## src/rtl/coax_rx_stream.sv

```systemverilog
// Drains the coax receiver FIFO into a valid/ready stream, holding one word back
// to tag the last word of each frame and turning receiver faults into error beats.
module coax_rx_stream #(
  parameter int unsigned MAX_WORDS      = 1024,
  parameter logic [9:0]  ERROR_TOO_LONG = 10'h3FF
) (
  input  logic        clk,
  input  logic        reset,
  input  logic [9:0]  rx_data,
  input  logic        rx_empty,
  input  logic        rx_error,
  input  logic        rx_active,
  output logic        read_strobe,
  output logic        rx_reset,
  output logic        m_valid,
  input  logic        m_ready,
  output logic [9:0]  m_data,
  output logic        m_last,
  output logic        m_error,
  output logic [15:0] word_count
);

  typedef enum logic [1:0] {
    IDLE,
    RUN,
    ERR_OUT,
    ERR_WAIT
  } state_t;

  state_t      state;
  logic [9:0]  h_data;
  logic        h_valid;
  logic        too_long;
  logic        err_loaded;

  logic        accept;
  logic        in_frame;
  logic        can_capture;
  logic        can_flush;
  logic        at_limit;

  always_comb begin
    accept   = m_valid & m_ready;
    in_frame = (state == IDLE) || (state == RUN);
    at_limit = 32'(word_count) >= MAX_WORDS;
    // A pending last beat blocks the next frame so its word_count clear cannot collide with a capture.
    can_capture = in_frame & ~rx_error & ~rx_empty & ~read_strobe &
                  (~h_valid | ~m_valid) & ~(m_valid & m_last);
    can_flush   = in_frame & ~rx_error & h_valid & ~m_valid & ~rx_active &
                  rx_empty & ~read_strobe;
  end

  always_ff @(posedge clk or posedge reset) begin
    if (reset) begin
      state       <= IDLE;
      h_data      <= '0;
      h_valid     <= 1'b0;
      too_long    <= 1'b0;
      err_loaded  <= 1'b0;
      read_strobe <= 1'b0;
      rx_reset    <= 1'b0;
      m_valid     <= 1'b0;
      m_data      <= '0;
      m_last      <= 1'b0;
      m_error     <= 1'b0;
      word_count  <= '0;
    end else begin
      read_strobe <= 1'b0;
      rx_reset    <= 1'b0;
      if (accept) begin
        m_valid <= 1'b0;
        if (m_last && !m_error) word_count <= '0;
      end
      case (state)
        IDLE, RUN: begin
          if (rx_error) begin
            h_valid  <= 1'b0;
            too_long <= 1'b0;
            state    <= ERR_OUT;
          end else if (can_capture) begin
            if (at_limit) begin
              h_valid  <= 1'b0;
              too_long <= 1'b1;
              state    <= ERR_OUT;
            end else begin
              read_strobe <= 1'b1;
              h_data      <= rx_data;
              h_valid     <= 1'b1;
              word_count  <= word_count + 16'd1;
              state       <= RUN;
              if (h_valid) begin
                m_valid <= 1'b1;
                m_data  <= h_data;
                m_last  <= 1'b0;
                m_error <= 1'b0;
              end
            end
          end else if (can_flush) begin
            m_valid <= 1'b1;
            m_data  <= h_data;
            m_last  <= 1'b1;
            m_error <= 1'b0;
            h_valid <= 1'b0;
            state   <= IDLE;
          end
        end
        ERR_OUT: begin
          if (!m_valid && !err_loaded) begin
            m_valid    <= 1'b1;
            m_data     <= too_long ? ERROR_TOO_LONG : rx_data;
            m_last     <= 1'b1;
            m_error    <= 1'b1;
            err_loaded <= 1'b1;
          end else if (err_loaded && accept) begin
            rx_reset   <= 1'b1;
            word_count <= '0;
            err_loaded <= 1'b0;
            state      <= ERR_WAIT;
          end
        end
        ERR_WAIT: begin
          if (!rx_error && rx_empty && !rx_reset) state <= IDLE;
        end
        default: state <= IDLE;
      endcase
    end
  end

endmodule

```

## config.mk

```make
export PLATFORM = sky130hd
export DESIGN_NAME = coax_rx_stream
export DESIGN_NICKNAME = d
export VERILOG_FILES = /design/src/rtl/coax_rx_stream.sv
export SDC_FILE = /design/constraint.sdc
export NUM_CORES = 1
export LEC_CHECK = 0
export BUFFER_PORTS_ARGS = -buffer_cell sky130_fd_sc_hd__buf_2
export CAP_MARGIN = 20
export CORE_ASPECT_RATIO = 0.8
export CORE_MARGIN = 2
export CORE_UTILIZATION = 43
export CTS_CLUSTER_SIZE = 20
export DETAILED_ROUTE_END_ITERATION = 10
export PLACE_DENSITY = 0.66
export SYNTH_ARGS = -nofsm -noshare
export SYNTH_HDL_FRONTEND = slang
export SYNTH_SLANG_ARGS = --single-unit
```

## constraint.sdc

```tcl
create_clock -name clk -period 2.9 [get_ports clk]
set_clock_uncertainty 0.1 [all_clocks]
set_input_delay 0.145 -clock clk [delete_from_list [all_inputs] [get_ports clk]]
set_output_delay 0.145 -clock clk [all_outputs]
set_load 0.02 [all_outputs]
```

Word-level counts from Yosys, hierarchy flattened

Index checks and enable logic that the tools add are counted.

Register bits after elaboration: 46
Bits of input ports: 16
Word-level logic and storage cells: 128

Muxes and demuxes: 57
Magnitude comparators: 1
Equality and inequality tests: 12
Add/subtract/negate cells: 1
Bitwise operators: 21
Reduce and logical (&&, ||, !) cells: 24

Operators with widths:

| cell                                                                 | count |
|---|---|
| two-way mux 16 bit                                                   | 7 |
| two-way mux 10 bit                                                   | 7 |
| one-hot mux 16 bit (2 select lines)                                  | 1 |
| two-way mux 1 bit                                                    | 30 |
| one-hot mux 10 bit (2 select lines)                                  | 1 |
| adder 16 x 1 -> 16 bit (second input constant)                       | 1 |
| greater-or-equal comparator 16 x 11 -> 1 bit (second input constant) | 1 |
| two-way mux 2 bit                                                    | 7 |
| AND 1 bit                                                            | 12 |
| != test 2 bit (second input constant)                                | 5 |
| != test 3 bit (second input constant)                                | 3 |
| NOT 1 bit                                                            | 8 |
| AND reduction 4 bit                                                  | 2 |
| nonzero test 2 bit                                                   | 4 |
| one-hot mux 1 bit (2 select lines)                                   | 3 |
| one-hot mux 2 bit (3 select lines)                                   | 1 |
| AND reduction 6 bit                                                  | 1 |
| logical AND 1 bit                                                    | 5 |
| zero test 1 bit                                                      | 5 |
| equality test 2 bit (second input constant)                          | 2 |
| != test 4 bit (second input constant)                                | 1 |
| AND reduction 2 bit                                                  | 2 |
| AND reduction 3 bit                                                  | 1 |
| nonzero test 3 bit                                                   | 1 |
| 5 further kinds                                                      | 5 |

Longest topological paths before layout

Depth after elaboration: 12
Mapped depth: 8
Mapped depth without buffers: 6

Worst setup path after synthesis

OpenSTA, ideal clock, no wires.

Path kind: reg2reg
From: register word_count[15]
To: register word_count[7]
Stages on the path, launching flop included: 6
Slack: 735 ps
Data arrival time: 1941 ps
Clock period less this slack: 2165 ps
Data required time: 2676 ps
Buffers on the path: 0
Cells stage by stage: dfrtp_1 > or4_4 > nor3_4 > nand2_1 > o211a_1 > a211o_1

Word-level cells in the longest chain between the ends: 5

RTL lines:

| item                                         | line | RTL |
|---|---|---|
| start, declared                              | 20   | `output logic [15:0] word_count` |
| start signal, assigned                       | 89   | `word_count <= word_count + 16'd1;` |
| greater-or-equal comparator 16 x 11 -> 1 bit | 45   | `at_limit = 32'(word_count) >= MAX_WORDS;` |
| two-way mux 16 bit                           | 81   | `if (at_limit) begin` |
| two-way mux 16 bit                           | 80   | `end else if (can_capture) begin` |
| two-way mux 16 bit                           | 76   | `if (rx_error) begin` |
| one-hot mux 16 bit (2 select lines)          | 74   | `case (state)` |

No other way between the ends.
A chain may end at the register's enable or synchronous reset.

Worst setup path after layout

Ends and elaborated chain as after synthesis.

==> summary.md <==
| Metric | Value |
|---|---|
| CP max-delay cell | or4_4 |
| Nets | about 310 |
| Slew Viols, Final | 0 |
| Yosys reg bits | 46 |
| Setup-failing EPs final | 0 |
| Clock transition at path regs | ~0.080 ns |
| Post-synth cell types | 42 |
| Dominant cell type by area after synthesis | dfrtp_1 |
| Row cnt | 23 |
| Detail Route Antenna Nets | 0 |
| Max VDD drop | approximately 0.0004 V |
| Post-synth EDFFs | 0 |
| Die ar. | 5600 um^2 |
| Total Wirelength | just under 5000 um |
| Min Tclk post-route | between 2 and 2.5 ns |
| YS warnings | 0 |
| Worst-margin pin slew | just under 1 ns |
| Main combinational cell family by area after synthesis | simple AND/OR/NAND/NOR gates |
| Clock Path Buffers | 2 |
| Initial core utilization | a little over two fifths |
| Compound-Gate Fraction of Synth Area | 14.2% |
| First-pass GRT wire length | around 8100 um |
| Clock sinks | 46 |
| Number of max-cap violations | 0 |
| Number of global-route vias before repair | about 1700 |
| Post-synth ARST share | between 90% and 100% |
| Crit. End Element | register |
| Drt drc | 0 |
| Largest cells by area after synthesis | dfrtp_1, nand2_1, o21ai_0 |
| Die width | 83.2 um |
| Vias after detailed routing | around 1800 |
| Syn Area/Cell | roughly 9.4 um^2 |
| Layout cell share with drive strength beyond 1 | a little over a fifth |
| Initial antenna violation count | 0 |
| Post-CTS sizing | 0 |
| Final period util | approximately four fifths |
| CTS tree | yes |
| Logic pwr share | between 30% and 40% |
| Placeable Area | a little under 5000 um^2 |
| Hold Crit Class | in -> async |
| Violated checks | negative hold slack |
| Routed length per placed instance | 13.9 um |
| Sw Share | 34.5% |
| Outcome | complete, but fails checks |
| Synth top cells by count | nand2_1, dfrtp_1, o21ai_0, inv_1, or3_1 |
| Mapped Cells | between 200 and 250 |
| CP max FO | 14 |
| Port buffer count | between 40 and 50 |
| Mux contribution to synthesized area | less than 1% |
| Switching pwr | between 0.7 and 0.8 mW |
| Detailed Place HPWL | 3350 um |
| Die Y | roughly 67 um |
| RSZ-0062 raised after global routing | no |
| GRT Resource Usage Total | between 10% and 20% |
| Dominant synthesized flop cell | dfrtp_1 |
| Clock Power Share | approximately a quarter |
| Placed inst area | between 2000 and 2500 um^2 |
| Iter 0 DRT Violations | 125 |
| Post-Synth XOR/XNOR Area | 0.406% |
| P per Cell Area | around 800 nW/um^2 |
| Syn nets | between 200 and 250 |
| H-Tree Depth | 2 |
| Top-area cell type share of the netlist area | 53.4% |
| Inserted Diodes | 0 |
| Total negative slack | 0 ns |
| Crit-path cells | or4_4, nor3_4, nand2_1, buf_4, o211a_1, a211o_1 |
| CP Launch Type | register |
| Largest net degree at the start of global routing | 47 |
| Critical path required time | about 3.0 ns |
| Worst rel slew slack | 35.2% |
| Placer Congestion | between 0.7 and 0.8 |
| GRT overflow | 0 |
| Fmax | between 400 and 500 MHz |
| Top delay family on crit path | simple AND/OR/NAND/NOR gates |
| Buf/Inv on CP | 1 |
| CP Data Arrival Time | between 2 and 2.5 ns |
| CP peak stage delay | approximately 0.55 ns |
| # fillers | approximately 460 |
| Routed vias/inst | between 5 and 6 |
| Post-route cell area | 2710 um^2 |
| Ports | 47 |
| Cell area after synthesis | approximately 2200 um^2 |
| First-pass iteration count of the detailed router | 4 |
| Internal | ~1.4 mW |
| Sequential area share after synthesis | about 53% |
| Worst-Skew Late Latency | roughly 0.3 ns |
| Hold WS | -0.0332 ns |
| Synth Area in Adders | 1.16% |
| Leakage | ~1.4 nW |
| Synth-to-layout area growth | 25.6% |
| Count leader, synth | nand2_1 |
| Simple-gate share of the synthesized area | a little over a quarter |
| Hold Vio Cnt, Final | 46 |
| TritonCTS Buffers | 5 |
| Kind of critical path | reg -> reg |
| Seq pwr share | between 40% and 50% |
| Root Buffer | clkbuf_8 |
| Total Power | approximately 2.2 mW |
## metal layers
layer  wire [um]  global-route usage (%)  vias up
met5           0                       0        -
met4          66                    8.40        0
met3         220                    4.77        8
met2        2110                    26.8       43
met1        2480                    26.1      824
li1            -                       -      918
## worst reg2reg max path, delay by kind of cell, from the launching register on
kind | cells | cell delay, ns
compound gates | 2 | 0.48
flops | 1 | 0.39
buf+inv | 1 | 0.21
simple gates | 3 | 1.00
## kinds of logic after synthesis
kind of cell	count (synthesis)
multiplexers	2
flip-flops	46
adder cells (fa/ha/maj)	2
XOR/XNOR	1
AND/OR/NAND/NOR	107
AO/OA/AOI/OAI	51
buffers and inverters	21
## cells in the final DEF (no fill, tap or decap), types with 3 or more instances in the layout
cell type | synthesis | routed
nand3_1 | 7 | 7
nor2b_1 | 3 | 3
o211ai_1 | 4 | 4
dfrtp_1 | 46 | 46
nor2_1 | 8 | 8
a21oi_1 | 6 | 6
nand2b_1 | 4 | 4
or3_1 | 10 | 10
nand2_1 | 52 | 52
or4_1 | 3 | 3
buf_4 | 0 | 4
clkbuf_8 | 0 | 6
o22ai_1 | 4 | 4
buf_2 | 1 | 46
o21ai_0 | 26 | 26
dlygate4sd3_1 | 0 | 11
inv_1 | 10 | 9
## worst paths after layout
path / start / end / slack [ns] / cells after the start
max in group asynchronous: reset / m_error$_DFFE_PP0P_ / 2.14 / 2
hold / removal: reset / m_data[3]$_DFFE_PP0P_ / -0.03 / 2
hold reg to reg: h_data[6]$_DFFE_PP0P_ / h_data[6]$_DFFE_PP0P_ / 0.37 / 2
setup reg to reg: word_count[15]$_DFF_PP0_ / word_count[7]$_DFF_PP0_ / 0.61 / 6
min in group clk: m_ready / rx_reset$_DFF_PP0_ / 0.09 / 2
setup / recovery: word_count[15]$_DFF_PP0_ / word_count[7]$_DFF_PP0_ / 0.61 / 6
## power by group through the flow
stage,sequential (mW),clock (mW),combinational [mW]
floorplan,1.01,0,0.373
global placement,0.932,0,0.660
CTS,0.921,0.593,0.681
global route,0.952,0.614,0.776
detailed placement,0.935,0,0.665
finish,0.924,0.577,0.676
## state kept, by name, indices dropped and copies added (netlist names)
signal	cells
err_loaded	1
h_data	10
h_valid	1
m_data	10
m_error	1
m_last	1
m_valid	1
read_strobe	1
rx_reset	1
state	2
too_long	1
word_count	16
## repair_timing
item | 4_1_cts | 5_1_grt
hold buffers | 11 | 0
endpoints found under the hold margin | 11 | 0
buffers inserted | 0 | 0
## stage by stage
| stage | hold slack (ns) | instances | worst slack [ns] | util [%] |
|---|---|---|---|---|
| 2_1_floorplan | 0.134 | 230 | 0.735 | - |
| 3_3_place_gp | 0.255 | 332 | 0.659 | 49.9 |
| 3_5_place_dp | 0.256 | 332 | 0.618 | 49.9 |
| 4_1_cts | 0.00140 | 351 | 0.593 | 55.0 |
| 5_1_grt | 0.0414 | 351 | 0.487 | 55.0 |
| 6_report | -0.0332 | 351 | 0.614 | 55.0 |
## layout make-up
| cell class | instances | area, um^2 | area share, % |
|---|---|---|---|
| clock inverters | 2 | 60.1 | 2.22 |
| multi-input cells | 163 | 925 | 34.1 |
| repair buffers | 61 | 370 | 13.7 |
| flip-flops and latches | 46 | 1150 | 42.5 |
| inverters | 11 | 41.3 | 1.52 |
| clock buffers | 6 | 82.6 | 3.05 |
| well taps | 62 | 77.6 | 2.87 |
(Power assumes the default switching activity.)
